[config.mk]
export PLATFORM = sky130hd
export DESIGN_NAME = fp_div_iterative
export DESIGN_NICKNAME = d
export VERILOG_FILES = /design/src/rtl/fp_div_iterative.sv
export SDC_FILE = /design/constraint.sdc
export NUM_CORES = 1
export LEC_CHECK = 0
export CAP_MARGIN = 20
export CORE_MARGIN = 3
export CORE_UTILIZATION = 60
export CTS_BUF_LIST = sky130_fd_sc_hd__clkbuf_4
export DETAILED_ROUTE_END_ITERATION = 12
export HOLD_SLACK_MARGIN = 0.03
export PLACE_DENSITY = 0.95
export SLEW_MARGIN = 25
export SYNTH_ARGS = -nofsm -noshare
export SYNTH_HDL_FRONTEND = slang
export SYNTH_SLANG_ARGS = --single-unit
export TNS_END_PERCENT = 1
[constraint.sdc]
create_clock -name clk -period 8.6 [get_ports clk]
set_input_delay 1.29 -clock clk [delete_from_list [all_inputs] [get_ports clk]]
set_output_delay 1.29 -clock clk [all_outputs]
set_load 0.03 [all_outputs]
[src/rtl/fp_div_iterative.sv]
// rtl/fp_div_iterative.sv - multi-cycle restoring radix-2 floating-point divider
module fp_div_iterative #(
    parameter int EXP_W = 8,
    parameter int MAN_W = 23
) (
    input  logic                 clk,
    input  logic                 rst_n,
    input  logic                 flush,
    input  logic                 in_valid,
    output logic                 in_ready,
    input  logic [EXP_W+MAN_W:0] op_a,
    input  logic [EXP_W+MAN_W:0] op_b,
    output logic                 out_valid,
    input  logic                 out_ready,
    output logic [EXP_W+MAN_W:0] result,
    output logic [4:0]           flags
);

    localparam int W      = 1 + EXP_W + MAN_W;
    localparam int BIAS   = 2**(EXP_W-1) - 1;
    localparam int Q_BITS = MAN_W + 3;
    localparam int EW     = EXP_W + 2;
    localparam int CNT_W  = $clog2(Q_BITS);

    localparam logic [EW-1:0]    BIAS_E    = EW'(BIAS);
    localparam logic [EW-1:0]    EXP_MAX_E = EW'(2**EXP_W - 1);
    localparam logic [CNT_W-1:0] CNT_LAST  = CNT_W'(Q_BITS - 1);
    localparam logic [W-1:0]     QNAN      = {1'b0, {EXP_W{1'b1}}, 1'b1, {(MAN_W-1){1'b0}}};

    typedef enum logic [1:0] {
        S_IDLE,
        S_CALC,
        S_ROUND,
        S_DONE
    } state_t;

    state_t state, state_nxt;

    // Operand fields
    logic             sa, sb, sign_q;
    logic [EXP_W-1:0] ea, eb;
    logic [MAN_W-1:0] fa, fb;
    logic             a_zero, b_zero, a_inf, b_inf, a_nan, b_nan, a_snan, b_snan;
    logic             accept;

    // Special-case result
    logic             spec_hit;
    logic [W-1:0]     spec_res;
    logic [4:0]       spec_flags;
    logic [EW-1:0]    exp_init;

    // Iteration state
    logic             sign_r;
    logic [EW-1:0]    exp_r;
    logic [MAN_W+1:0] rem_r;
    logic [MAN_W:0]   div_r;
    logic [Q_BITS-1:0] q_r;
    logic [CNT_W-1:0] cnt_r;
    logic [W-1:0]     result_r;
    logic [4:0]       flags_r;

    // Iteration step
    logic             q_bit;
    logic [MAN_W:0]   rem_keep;
    logic [MAN_W+1:0] rem_next;

    // Rounding
    logic             norm, rem_nz, g, s, round_up;
    logic [MAN_W:0]   sig_pre;
    logic [MAN_W+1:0] sig_sum;
    logic [MAN_W-1:0] frac_fin;
    logic [EW-1:0]    e_adj, e_fin;
    logic [W-1:0]     rnd_res;
    logic [4:0]       rnd_flags;

    assign sa     = op_a[W-1];
    assign sb     = op_b[W-1];
    assign ea     = op_a[W-2:MAN_W];
    assign eb     = op_b[W-2:MAN_W];
    assign fa     = op_a[MAN_W-1:0];
    assign fb     = op_b[MAN_W-1:0];
    assign sign_q = sa ^ sb;

    // Subnormal inputs have exp==0 and are treated as signed zero.
    assign a_zero = (ea == '0);
    assign b_zero = (eb == '0);
    assign a_inf  = (&ea) && (fa == '0);
    assign b_inf  = (&eb) && (fb == '0);
    assign a_nan  = (&ea) && (fa != '0);
    assign b_nan  = (&eb) && (fb != '0);
    assign a_snan = a_nan && !fa[MAN_W-1];
    assign b_snan = b_nan && !fb[MAN_W-1];

    assign accept    = in_valid && in_ready;
    assign in_ready  = (state == S_IDLE);
    assign out_valid = (state == S_DONE);
    assign result    = result_r;
    assign flags     = flags_r;

    // Biased exponent of the quotient before normalisation; wide enough to go negative.
    assign exp_init = {2'b00, ea} - {2'b00, eb} + BIAS_E;

    // Special-case detection: these bypass the quotient loop entirely.
    always_comb begin
        spec_hit   = 1'b0;
        spec_res   = '0;
        spec_flags = '0;
        if (a_nan || b_nan) begin
            spec_hit      = 1'b1;
            spec_res      = QNAN;
            spec_flags[4] = a_snan || b_snan;
        end else if ((a_zero && b_zero) || (a_inf && b_inf)) begin
            spec_hit      = 1'b1;
            spec_res      = QNAN;
            spec_flags[4] = 1'b1;
        end else if (a_inf) begin
            spec_hit = 1'b1;
            spec_res = {sign_q, {EXP_W{1'b1}}, {MAN_W{1'b0}}};
        end else if (b_inf || a_zero) begin
            spec_hit = 1'b1;
            spec_res = {sign_q, {(W-1){1'b0}}};
        end else if (b_zero) begin
            spec_hit      = 1'b1;
            spec_res      = {sign_q, {EXP_W{1'b1}}, {MAN_W{1'b0}}};
            spec_flags[3] = 1'b1;
        end
    end

    // One restoring step: subtract when the partial remainder covers the divisor, then shift.
    always_comb begin
        q_bit    = (rem_r >= {1'b0, div_r});
        rem_keep = q_bit ? (rem_r[MAN_W:0] - div_r) : rem_r[MAN_W:0];
        rem_next = {rem_keep, 1'b0};
    end

    // Normalise, round to nearest even and detect overflow/underflow.
    always_comb begin
        norm   = q_r[Q_BITS-1];
        rem_nz = |rem_r;
        if (norm) begin
            sig_pre = q_r[Q_BITS-1:2];
            g       = q_r[1];
            s       = q_r[0] | rem_nz;
            e_adj   = exp_r;
        end else begin
            sig_pre = q_r[Q_BITS-2:1];
            g       = q_r[0];
            s       = rem_nz;
            e_adj   = exp_r - EW'(1);
        end
        round_up = g & (s | sig_pre[0]);
        sig_sum  = {1'b0, sig_pre} + {{(MAN_W+1){1'b0}}, round_up};
        if (sig_sum[MAN_W+1]) begin
            frac_fin = sig_sum[MAN_W:1];
            e_fin    = e_adj + EW'(1);
        end else begin
            frac_fin = sig_sum[MAN_W-1:0];
            e_fin    = e_adj;
        end
        rnd_res   = {sign_r, e_fin[EXP_W-1:0], frac_fin};
        rnd_flags = {4'b0000, g | s};
        if ($signed(e_fin) >= $signed(EXP_MAX_E)) begin
            rnd_res   = {sign_r, {EXP_W{1'b1}}, {MAN_W{1'b0}}};
            rnd_flags = 5'b00101;
        end else if (e_fin[EW-1] || (e_fin == '0)) begin
            rnd_res   = {sign_r, {(W-1){1'b0}}};
            rnd_flags = 5'b00011;
        end
    end

    // State register.
    always_ff @(posedge clk or negedge rst_n) begin
        if (!rst_n) begin
            state <= S_IDLE;
        end else begin
            state <= state_nxt;
        end
    end

    // Next-state logic; flush overrides every transition.
    always_comb begin
        state_nxt = state;
        case (state)
            S_IDLE:  if (accept) state_nxt = spec_hit ? S_DONE : S_CALC;
            S_CALC:  if (cnt_r == CNT_LAST) state_nxt = S_ROUND;
            S_ROUND: state_nxt = S_DONE;
            S_DONE:  if (out_ready) state_nxt = S_IDLE;
            default: state_nxt = S_IDLE;
        endcase
        if (flush) begin
            state_nxt = S_IDLE;
        end
    end

    // Datapath: capture operands at accept, iterate in CALC, commit the rounded result in ROUND.
    always_ff @(posedge clk or negedge rst_n) begin
        if (!rst_n) begin
            sign_r   <= 1'b0;
            exp_r    <= '0;
            rem_r    <= '0;
            div_r    <= '0;
            q_r      <= '0;
            cnt_r    <= '0;
            result_r <= '0;
            flags_r  <= '0;
        end else if (!flush) begin
            case (state)
                S_IDLE: begin
                    if (accept) begin
                        sign_r  <= sign_q;
                        exp_r   <= exp_init;
                        rem_r   <= {2'b01, fa};
                        div_r   <= {1'b1, fb};
                        q_r     <= '0;
                        cnt_r   <= '0;
                        flags_r <= spec_flags;
                        if (spec_hit) begin
                            result_r <= spec_res;
                        end
                    end
                end
                S_CALC: begin
                    q_r   <= {q_r[Q_BITS-2:0], q_bit};
                    rem_r <= rem_next;
                    cnt_r <= cnt_r + CNT_W'(1);
                end
                S_ROUND: begin
                    result_r <= rnd_res;
                    flags_r  <= rnd_flags;
                end
                default: ;
            endcase
        end
    end

endmodule

==> flow_summary.yaml <==
yosys:
  synth_area_um2: 9510
  syn_avg_cell_area_um2: 8.35
  yosys.area.top_type_share_pct: 34.2
  synth_cell_types: 80
  yosysSeqAreaShare_pct: 34.2
  synthFlopType: "dfrtp_1"
  synth_edf_count: 0
  synthesis.nets: 1252
  async_flop_share_pct: 100
  synth_largest_area_cell: "dfrtp_1"
  yosysWarnings: 0
  ys_ff_latch: 130
  ys_top_cells_by_area: "dfrtp_1 (34%), nand2_1 (6.7%), o21ai_0 (5.6%)"
  synthCells: 1139
critical_path:
  critical_path_class: "reg2reg"
  cp_cell_sequence: "buf_4 -> nand2_1 -> a21boi_0 -> ha_1 -> nand2_1 -> a2111o_1 -> nor4_4 -> nor4bb_1 -> xnor2_1 -> o41ai_2 -> a21o_2 -> nor3_4 -> a32o_1"
  critPathArrivalTime_ns: 5.22
  worstReg2RegStart: "q_r[25]$_DFFE_PN0P_"
  startpoint_type: "register"
  end_kind: "register"
  crit_buf_inv: 1
  crit_fanout: 38
  cpMaxStageDelayCell: "dfrtp_2"
  cp-startpoint: "q_r[25]$_DFFE_PN0P_"
  critPathRequiredTime_ns: 9.11
  r2r_slack_ns: 3.89
  crit_path_max_incr_delay_ns: 0.73
  cpMostUsedCell: "nand2_1"
  cpLargestDelayFamily: "simple AND/OR/NAND/NOR gates"
sta:
  timing.slew.headroom_pct: 30.3
  finalClockSkew_ns: 0.0262
  fin_worst_hold_slack_ns: 0.479
  fin_tns_setup_ns: 0
  finalMaxSlewViolations: 0
  finalWorstSetupSlack_ns: 3.89
  finalCriticalPeriod_ns: 4.71
  hold_viol: 0
  setup_viol: 0
  worstMarginPinSlew_ns: 1.04
  post-route-period-util_pct: 54.8
  rsz0062_at_grt: "false"
  timing.fmax_ghz: 0.212
route:
  drt_iter0_markers: 1118
  ant_nets: 0
  vias_per_cell: 6.35
  drtPass1Iterations: 6
  drcViolationCount: 0
  post_drt_wl_per_cell_um: 17.7
  route.vias.total: 9106
  wirelength_um: 25400
worst_hold_path:
  hp-class: "reg2reg"
  hold_start: "div_r[23]$_DFFE_PN0P_"
clocking:
  clockBufferDepth: 2
  ctsHtreeMaxLevel: 4
  cts_num_sinks: 130
  clock_latency_ns: 0.58
  cts_root_buf: "clkbuf_4"
  cts_tree: "done"
  cts_hold_buf: 0
  clkTransAtPathRegs_ns: 0.12
  post_cts_buffers: 0
  cts_resized: 0
  cts_made_buffers: 17
floorplan:
  dieHeight_um: 132
  core_area_um2: 15400
  initial_core_util_pct: 61.8
  die_x_um: 132
  dieArea_um2: 17400
  ios: 108
  core.rowCount: 45
placed_design:
  gp_congestion: 0.941
  dp_hpwl_um: 18700
  io_buffers: 107
  dp_slack_ns: 3.93
global_route:
  antenna_found_initial: 2
  grt_max_degree: 69
  grt_use_met2_pct: 46.9
  busiest_layer: "met2"
  overflow: 0
  grt_usage_pct: 29.1
  grt_pass1_vias: 8550
  met1_usage_pct: 38.7
  grt_pass1_wl_um: 41900
  use_met3_pct: 5.99
cells_and_area:
  fin_util_pct: 71.3
  finalNetCount: 1322
  final_cell_mix: "nand2_1 (168), dfrtp_1 (129), o21ai_0 (106), clkdlybuf4s50_1 (106), nor2_1 (75)"
  final_common_cell: "nand2_1"
  area_delta_synth_final_pct: 15.3
  layout-drive-gt1-share_pct: 6.48
pwr:
  p_per_area_nw_per_um2: 337
  fin_total_pwr_mw: 3.69
  p_leak_nw: 4.51
  irDropWorstVdd_v: 0.000300
flow_run:
  cap_violations: 0
run_status:
  outcome: "finished, final reports clean"
==> power breakdown <==
group	leakage, nW	switching, mW	internal [mW]
registers	1.68	0.177	0.781
clock network	0.167	0.233	0.257
logic	2.66	1.31	0.932
total	4.51	1.72	1.97
==> metrics by stage <==
stage / std cells / instance area [um^2]
floorplan: 1139 / 9510
global placement: 1401 / 10600
detailed placement: 1401 / 10600
CTS: 1431 / 11000
global route: 1433 / 11000
finish: 1433 / 11000
==> final timing paths <==
kind                       cells past startpoint                     to
max                                           13  result[7]$_DFFE_PN0P_
min                                            2  div_r[23]$_DFFE_PN0P_
max reg2reg                                   13  result[7]$_DFFE_PN0P_
min reg2reg                                    2  div_r[23]$_DFFE_PN0P_
max in group asynchronous                      2    q_r[25]$_DFFE_PN0P_
min in group asynchronous                      1  result[8]$_DFFE_PN0P_
==> area by class of cell <==
cell class,instances,area [um^2]
Multi-Input combinational cell,886,5770
Fill cell,1175,4410
Sequential cell,130,3250
Timing Repair Buffer,114,1120
Tap cell,211,264
Inverter,60,225
Clock inverter,12,190
Clock buffer,18,135
Antenna cell,2,5.00
==> metal layers <==
| layer | share of wire [%] | vias to the layer above | routed length (um) |
|---|---|---|---|
| li1 | - | 4248 | - |
| met1 | 42 | 4352 | 10600 |
| met2 | 47 | 432 | 12100 |
| met3 | 7.8 | 74 | 1980 |
| met4 | 3.2 | 0 | 818 |
| met5 | 0 | - | 0 |
==> cell families after synthesis <==
family / after synthesis / synth area share (%)
DFF: 130 / 34.2
muxes: 41 / 4.54
xor gates and xnor gates: 75 / 6.99
buffers and inverters: 123 / 5.29
and+or+nand+nor: 421 / 21.9
adders and majority gates: 44 / 5.95
AOI/OAI and AO/OA: 305 / 21.1
==> cell usage after synthesis (4+ instances only) <==
cell,count
a31oi_1,8
o21ai_0,106
nand4_1,18
a21boi_0,5
nand2_1,169
nor3_1,25
or4_1,4
mux2i_1,24
and2_1,4
nor4_1,20
nand2b_1,9
dfrtp_1,130
nor2_1,76
and3_1,13
o22ai_1,15
o31ai_1,9
inv_1,60
a21o_1,13
a32o_1,13
mux2_2,17
o21a_1,6
clkbuf_1,46
nor2b_1,10
buf_2,5
buf_1,5
xor2_1,34
nor4b_1,4
nand3_1,29
ha_1,42
o21bai_1,7
xnor2_1,40
o211ai_1,9
a22o_1,14
a21oi_1,44
a211oi_1,18
or2_2,7
or3_1,9
a211o_1,4
==> tightest hold or removal path, delay by kind of cell, from the launching register on <==
family                 cells  cell delay (ns)
buffers and inverters      1             0.06
flip-flops                 1             0.34
AND/OR/NAND/NOR            1             0.06
==> flip-flops by register name (all words and copies together) (netlist names), 2 cells and up <==
signal / flops
cnt_r: 5
state: 2
result: 32
rem_r: 25
flags: 5
exp_r: 10
q_r: 26
div_r: 24
No activity file was read; power rests on OpenSTA's default activity.
